<file path="config.mk">
export PLATFORM = sky130hd
export DESIGN_NAME = two_mode_timer_counter
export DESIGN_NICKNAME = d
export VERILOG_FILES = /design/src/rtl/two_mode_timer_counter.sv
export SDC_FILE = /design/constraint.sdc
export NUM_CORES = 1
export LEC_CHECK = 0
export ABC_AREA = 1
export BUFFER_PORTS_ARGS = -buffer_cell sky130_fd_sc_hd__buf_2
export CORE_UTILIZATION = 45
export DETAILED_ROUTE_END_ITERATION = 12
export PLACE_DENSITY = 0.7
export SETUP_SLACK_MARGIN = 0.3
export SYNTH_ARGS = -nofsm -noshare
export SYNTH_HDL_FRONTEND = slang
export SYNTH_SLANG_ARGS = --single-unit
</file>
<file path="constraint.sdc">
create_clock -name clk -period 2.16 [get_ports clk]
set_input_delay 0.432 -clock clk [delete_from_list [all_inputs] [get_ports clk]]
set_output_delay 0.432 -clock clk [all_outputs]
set_load 0.005 [all_outputs]
</file>
<file path="src/rtl/two_mode_timer_counter.sv">
// MM:SS BCD stopwatch / countdown timer with run, pause, done and load control.
// Each digit's +1/-1 comes from a four-bit carry-lookahead adder, then BCD wrap correction.
//
// state | meaning
// IDLE  | loaded or reset, waiting for start
// RUN   | prescaler counting, digits step once per CLK_DIV cycles
// PAUSE | digits and prescaler frozen until start
// DONE  | terminal value reached, digits held until load or rst

module two_mode_timer_counter #(
  parameter int CLK_DIV = 50000000
) (
  input  logic        clk,
  input  logic        rst,
  input  logic        mode,
  input  logic        start,
  input  logic        stop,
  input  logic        load,
  input  logic [15:0] load_val,
  output logic [15:0] digits,
  output logic        running,
  output logic        done,
  output logic        load_err
);

  localparam int PW = $clog2(CLK_DIV);
  localparam logic [PW-1:0] PS_MAX = PW'(CLK_DIV - 1);

  typedef enum logic [1:0] {IDLE, RUN, PAUSE, DONE} state_t;

  state_t        state_q, state_d;
  logic [PW-1:0] ps_q, ps_d;
  logic          dir_down_q, dir_down_d;
  logic [15:0]   digits_q, digits_d;
  logic          running_q, running_d;
  logic          done_q, done_d;
  logic          load_err_q, load_err_d;

  logic [3:0]  step_b;
  logic [3:0]  cur [4];
  logic [3:0]  sum [4];
  logic [3:0]  stepped [4];
  logic [3:0]  wrap;
  logic [3:0]  en;
  logic [15:0] step_val;
  logic [15:0] term_val;
  logic        load_legal;
  logic        start_at_term;

  assign step_b = dir_down_q ? 4'b1111 : 4'b0001;
  assign cur[0] = digits_q[3:0];
  assign cur[1] = digits_q[7:4];
  assign cur[2] = digits_q[11:8];
  assign cur[3] = digits_q[15:12];

  // Index 0 is sec_ones; sec_tens (index 1) is the only digit that tops out at 5.
  genvar i;
  generate
    for (i = 0; i < 4; i++) begin : g_digit
      localparam logic [3:0] DMAX = (i == 1) ? 4'd5 : 4'd9;
      FourBitCarryLookAheadAdder u_add (
        .a   (cur[i]),
        .b   (step_b),
        .cin (1'b0),
        .sum (sum[i])
      );
      assign wrap[i]    = dir_down_q ? (cur[i] == 4'd0) : (cur[i] == DMAX);
      assign stepped[i] = !en[i]  ? cur[i] :
                          wrap[i] ? (dir_down_q ? DMAX : 4'd0) : sum[i];
    end
  endgenerate

  assign en[0] = 1'b1;
  assign en[1] = wrap[0];
  assign en[2] = en[1] & wrap[1];
  assign en[3] = en[2] & wrap[2];

  assign step_val = {stepped[3], stepped[2], stepped[1], stepped[0]};
  assign term_val = dir_down_q ? 16'h0000 : 16'h9959;

  assign load_legal = (load_val[3:0] <= 4'd9) && (load_val[7:4] <= 4'd5) &&
                      (load_val[11:8] <= 4'd9) && (load_val[15:12] <= 4'd9);
  assign start_at_term = mode ? (digits_q == 16'h0000) : (digits_q == 16'h9959);

  // A held stop blocks start in every state, but only changes state in RUN.
  always_comb begin
    state_d    = state_q;
    ps_d       = ps_q;
    dir_down_d = dir_down_q;
    digits_d   = digits_q;
    done_d     = 1'b0;
    load_err_d = 1'b0;
    if (load) begin
      if (load_legal) begin
        digits_d = load_val;
        ps_d     = '0;
        state_d  = IDLE;
      end else begin
        load_err_d = 1'b1;
      end
    end else if (stop) begin
      if (state_q == RUN) state_d = PAUSE;
    end else if (start && (state_q == IDLE || state_q == PAUSE)) begin
      dir_down_d = mode;
      ps_d       = '0;
      if (start_at_term) begin
        state_d = DONE;
        done_d  = 1'b1;
      end else begin
        state_d = RUN;
      end
    end else if (state_q == RUN) begin
      if (ps_q == PS_MAX) begin
        ps_d     = '0;
        digits_d = step_val;
        if (step_val == term_val) begin
          state_d = DONE;
          done_d  = 1'b1;
        end
      end else begin
        ps_d = ps_q + PW'(1);
      end
    end
    running_d = (state_d == RUN);
  end

  always_ff @(posedge clk) begin
    if (rst) begin
      state_q    <= IDLE;
      ps_q       <= '0;
      dir_down_q <= 1'b0;
      digits_q   <= 16'h0000;
      running_q  <= 1'b0;
      done_q     <= 1'b0;
      load_err_q <= 1'b0;
    end else begin
      state_q    <= state_d;
      ps_q       <= ps_d;
      dir_down_q <= dir_down_d;
      digits_q   <= digits_d;
      running_q  <= running_d;
      done_q     <= done_d;
      load_err_q <= load_err_d;
    end
  end

  assign digits   = digits_q;
  assign running  = running_q;
  assign done     = done_q;
  assign load_err = load_err_q;

endmodule

module FourBitCarryLookAheadAdder (
  input  logic [3:0] a,
  input  logic [3:0] b,
  input  logic       cin,
  output logic [3:0] sum
);

  logic [3:0] g, p, c;

  assign g    = a & b;
  assign p    = a ^ b;
  assign c[0] = cin;
  assign c[1] = g[0] | (p[0] & cin);
  assign c[2] = g[1] | (p[1] & g[0]) | (p[1] & p[0] & cin);
  assign c[3] = g[2] | (p[2] & g[1]) | (p[2] & p[1] & g[0]) | (p[2] & p[1] & p[0] & cin);
  assign sum  = p ^ c;

endmodule

</file>
==> results.yml, run 1 <==
status:
  violations: "setup timing"
  status: "finished with violations"
worst_setup_path:
  slowest_delay_ps: 410
  crit_family: "simple AND/OR/NAND/NOR gates"
  ff2ff_path_depth: 16
  cp_max_fo: 8
  cp.buffers_inverters: 1
  cp-end-kind: "flip-flop"
  start_kind: "flip-flop"
  cp_common_cell: "nand2_1"
  arrival_ps: 2420
  crit_type: "reg -> reg"
  cp_slowest_cell: "dfxtp_4"
  required_ps: 2380
  crit_cells: 16
  cp_cell_sequence: "buf_6 -> fa_2 -> xnor2_1 -> nor2_1 -> nor2_1 -> nand2_1 -> nor2_1 -> nand2_1 -> nor2_2 -> nand3_2 -> nand2_1 -> nand2_1 -> nand2_1 -> nand2_2 -> nand2_1 -> nor2_1"
timing:
  post-route-period-util_pct: 102
  skew_ps: 10.4
  worstMarginPinSlew_ps: 486
  timing.final.ws_setup_ps: -38.4
  rsz0062_at_grt: "yes"
  setup_viol: 2
  max_freq_mhz: 455
  slew_viol_final: 0
  hold_viol: 0
  fin_setup_tns_ps: -45.3
  slew_headroom_pct: 67.3
  timing.hold.ws_ps: 370
  fin_crit_ps: 2200
final_layout:
  post_route_cells_drive_above_1_share_pct: 40.5
  nFillCells: 608
  final_nets: 631
  synthToLayoutAreaGrowth_pct: 40.8
  diodes: 0
floorplanning:
  die_area_sq_mm: 0.00783
  pin_count: 41
  fp.dieW_um: 88.5
  die_h_um: 88.5
  start_util_pct: 46.4
  core_region_area_sq_mm: 0.00725
  rows: 31
place:
  hpwl_um: 6680
  portBuffers: 40
  post-place-ws_ps: -166
  routabilityCongestion: 0.883
grt:
  grt_max_degree: 18
  grt_pass1_vias: 3387
  gr-total-overflow: 0
  grt.total_usage_pct: 25.2
  antenna_found_initial: 0
  grt_pass1_wl_um: 15300
power:
  power.density_mw_per_mm2: 438
  irDropWorstVdd_mv: 0.264
  p_leak_nw: 2.04
route:
  route.vias.total: 3725
  route.detailed.drc: 0
  drt_first_pass_iters: 6
  first_iter_violations: 238
  routed_wl_um: 10300
  detail-route-antenna-nets: 0
  via_per_inst: 5.35
  wl_per_cell_um: 14.7
clocking:
  numClockSinks: 48
  clk_latency_ps: 310
  cts-root-buf: "clkbuf_8"
  clock_path_buffers: 2
  cts_hold_buf: 0
  numCtsBuffers: 5
  clk_pin_slew_worst_paths_ps: 100
  h-tree-depth: 2
  cts_tree: "built"
yosys:
  netlist_instances: 498
  post_synth_num_cell_types: 48
  syn_area_per_cell_sq_um: 6.76
  synthesis.nets: 533
  synth_warnings: 0
  syn_area_sq_mm: 0.00337
  synth-seq-area-share_pct: 28.5
  ys_ff_latch: 48
worst_hold_path:
  hp-class: "in -> reg"
  hold_depth: 3
run:
  cap_violations: 0
==> per-layer routing <==
layer  global-route usage [%]  routed length (um)
met1                     31.3                4240
met2                     44.9                5070
met3                     4.01                 716
met4                     7.04                 235
met5                        0                   0
==> cell type report <==
type / count / area, sq um / area share (%)
clock buffer: 5 / 68.8 / 1.45
clock inverter: 3 / 50.0 / 1.06
inverter: 55 / 210 / 4.43
multi-input combinational: 383 / 2510 / 53.0
sequential: 48 / 985 / 20.8
tap: 99 / 124 / 2.61
timing repair buffer: 103 / 790 / 16.7
==> per-stage QoR <==
step	cells	power (mW)	utilization, %	area [sq um]
6_report	696	2.07	65.4	4740
5_1_grt	696	2.16	65.4	4740
3_3_place_gp	651	1.25	52.8	3830
2_1_floorplan	498	1.15	-	3380
4_1_cts	679	2.00	57.9	4200
3_5_place_dp	651	1.26	52.8	3830
==> worst min-delay path, delay by kind of cell <==
family          cells  cell delay, ps
compound gates      1              70
buf+inv             1              90
simple gates        1              50
==> power by group <==
group          switching [mW]  leakage, nW  internal, mW
logic                   0.248         1.58         0.189
clock network           0.352       0.0607         0.358
registers              0.0271        0.396         0.901
==> worst paths after layout <==
kind / from / endpoint / slack (ps)
worst min register to register: ps_q[22] / ps_q[22] / 450
worst min-delay path: load_val[4] / digits[4] / 370
worst max register to register: dir_down_q / running / -40
worst max-delay path: dir_down_q / running / -40
==> logic make-up (layout without fill, tap and decap cells) <==
group,count (synthesis),in the layout,synth area share [%]
XOR/XNOR,17,17,4.42
AO/OA/AOI/OAI,86,86,14.6
adder cells (fa/ha/maj),13,13,5.72
flip-flops,48,48,28.5
AND/OR/NAND/NOR,267,267,38.4
buffers and inverters,67,166,8.25
==> registers in the layout, indices dropped and copies added (netlist names) <==
| register | count |
|---|---|
| load_err | 1 |
| dir_down_q | 1 |
| running | 1 |
| ps_q | 26 |
| digits | 16 |
| state_q | 2 |
| done | 1 |
==> cells in the final DEF, fill, tap and decap left out, types with 11 or more instances in the layout <==
master	instances
a21oi_1	30
buf_2	35
buf_4	46
buf_6	19
dfxtp_1	33
dfxtp_2	13
inv_1	42
inv_2	11
nand2_1	108
nand2_2	14
nand3_1	17
nand3_2	12
nor2_1	46
nor2_2	12
nor2_4	12
nor3_1	12
o21ai_0	12
==> synthesized netlist by cell type, drive strengths merged <==
cell type	instances	area share (%)
a21oi	37	5.6
nor2	70	9.1
nand2	132	16
and3	1	0.19
a32o	1	0.30
ha	9	3.3
or4	1	0.26
nand4	9	1.7
or2	1	0.19
nand3b	1	0.22
a221oi	2	0.52
nand3	33	6.9
xnor2	10	2.6
buf	10	1.9
xor2	7	1.8
nor4	2	0.56
o31ai	1	0.22
clkbuf	2	0.22
o221a	1	0.33
a211oi	2	0.45
fa	4	2.4
nor3	16	2.7
inv	53	5.9
a31oi	7	1.3
a21o	1	0.22
o211ai	1	0.22
o41ai	1	0.26
o21ai	28	4.2
dfxtp	48	29
a32oi	1	0.26
a21boi	1	0.33
o21a	2	0.45
clkinv	2	0.22
nor3b	1	0.37
==> what timing repair did <==
item,in CTS,in global routing
setup endpoints to repair,24,36
pin swaps,9,39
hold endpoints to repair,0,0
buffers inserted,20,16
gates resized for setup,23,116
cloned,0,1
No activity file was read; power rests on OpenSTA's default activity.
==> inputs of run 2 (changes only) <==
Settings changed: CORE_MARGIN from default to 2.
==> results.yml, run 2 (synthesis gave the netlist of run 1 again) <==
route:
  first_iter_violations: 320
  detail-route-antenna-nets: 0
  routed_wl_um: 10400
  route.detailed.drc: 0
  via_per_inst: 5.42
  route.vias.total: 3759
  drt_first_pass_iters: 5
  wl_per_cell_um: 15.0
timing:
  setup_viol: 2
  worstMarginPinSlew_ps: 471
  skew_ps: 7.89
  slew_viol_final: 0
  post-route-period-util_pct: 102
  hold_viol: 0
  max_freq_mhz: 453
  timing.final.ws_setup_ps: -47.3
  rsz0062_at_grt: "yes"
  fin_crit_ps: 2210
  timing.hold.ws_ps: 393
  slew_headroom_pct: 68.3
floorplanning:
  pin_count: 41
  start_util_pct: 46.4
  core_region_area_sq_mm: 0.00725
  die_h_um: 90.5
  rows: 31
  fp.dieW_um: 90.5
  die_area_sq_mm: 0.00819
clocking:
  cts-root-buf: "clkbuf_8"
  clock_path_buffers: 2
  cts_tree: "built"
  numClockSinks: 48
  clk_pin_slew_worst_paths_ps: 100
  clk_latency_ps: 300
  numCtsBuffers: 5
  h-tree-depth: 2
  cts_hold_buf: 0
grt:
  grt.total_usage_pct: 23.5
  grt_pass1_vias: 3437
  gr-total-overflow: 0
  antenna_found_initial: 0
  grt_pass1_wl_um: 16000
  grt_max_degree: 20
worst_setup_path:
  required_ps: 2370
  cp_common_cell: "nand2_1"
  cp-end-kind: "flip-flop"
  worstReg2RegStart: "dir_down_q"
  slowest_delay_ps: 450
  cp_slowest_cell: "dfxtp_4"
  cp_max_fo: 8
  cp_cell_sequence: "ha_4 -> nand2_1 -> nand2_1 -> nor2_2 -> nor2_1 -> nor2_2 -> nand3_1 -> nor2_1 -> nand2_1 -> nor2_2 -> nand3_2 -> nand2_1 -> nand2_1 -> nand2_1 -> nand2_2 -> nand2_2 -> nor2_2"
  cp.buffers_inverters: 0
  arrival_ps: 2420
  crit_family: "simple AND/OR/NAND/NOR gates"
  ff2ff_path_depth: 17
  crit_cells: 17
  r2r_slack_ps: -50
  crit_type: "reg -> reg"
  r2r_end: "running"
  start_kind: "flip-flop"
worst_hold_path:
  holdPathEnd: "digits[8]"
  worstHoldStart: "load_val[8]"
  hold_depth: 3
  hp-class: "in -> reg"
power:
  power.density_mw_per_mm2: 415
  p_leak_nw: 2.02
  irDropWorstVdd_mv: 0.262
place:
  portBuffers: 40
  post-place-cells: 659
  post-place-ws_ps: -155
  routabilityCongestion: 0.889
  hpwl_um: 6890
final_layout:
  post_route_cells_drive_above_1_share_pct: 37.0
  regMostFlops: "ps_q"
  mostFrequentLayoutCells: "nand2_1, nor2_1, buf_4"
  final_common_cell: "nand2_1"
  final_util_pct: 63.7
  stdcell_count: 694
  synthToLayoutAreaGrowth_pct: 37.1
  largest_reg_flops: 26
  nFillCells: 623
  final_nets: 629
  diodes: 0
status:
  status: "finished with violations"
  violations: "setup timing"
run:
  cap_violations: 0
-- run 2: cell count changes in the layout (fill, tap and decap cells not counted), moves of 3 or more --
cell     previous run  this run
nor2_4             12         8
buf_2              35        40
nor2_2             12        15
buf_12              0         3
dfxtp_2            13         9
buf_6              19        10
dfxtp_1            33        36
o21ai_0            12        17
o21ai_2             9         3
inv_2              11         7
nand2_1           108       111
-- run 2: worst max path at each step --
stage	from	to	slack, ps
6_report	dir_down_q	running	-50
3_3_place_gp	dir_down_q	running	-130
2_1_floorplan	dir_down_q	running	280
5_1_grt	dir_down_q	running	-210
3_5_place_dp	dir_down_q	running	-160
4_1_cts	dir_down_q	running	5
-- run 2: layout make-up --
class                      count  area [sq um]  share of cell area (%)
clock buffer                   6          82.6                    1.79
inverter                      55           213                    4.60
clock inverter                 2          13.8                   0.298
tap                           99           124                    2.68
sequential                    48           983                    21.3
multi-input combinational    383          2430                    52.5
timing repair buffer         101           776                    16.8
-- run 2: metal layers --
layer  routed length [um]  up-vias  part of all wire [%]  GRT usage [%]
met3                  653       28                   6.3           3.76
met5                    0        -                     0              0
li1                     -     1826                     -              -
met1                 4350     1745                    42           31.1
met4                  237        0                   2.3           6.41
met2                 5150      160                    50           39.6
-- run 2: where the power goes --
group	internal (mW)	leakage, nW	switching (mW)
Sequential	0.901	0.395	0.0274
Combinational	0.177	1.57	0.230
Clock	0.263	0.0516	0.321
-- run 2: tightest hold or removal path, stage by stage --
cell and delay [ps]:
buf_2 100, nand2_1 50, a31oi_1 70
-- run 2: repair_timing --
item | CTS | global route
pin swaps | 23 | 17
cloned | 0 | 2
hold endpoints to repair | 0 | 0
setup endpoints to repair | 29 | 32
resized for setup | 41 | 58
setup buffers | 15 | 10
-- run 2: through the flow --
stage	area (sq um)	setup TNS, ps	power [mW]
after floorplan	3380	0	1.15
after global routing	4620	-477	2.02
after global placement	3900	-199	1.26
after detailed placement	3900	-260	1.27
after CTS	4300	0	1.88
final	4620	-72.6	1.92
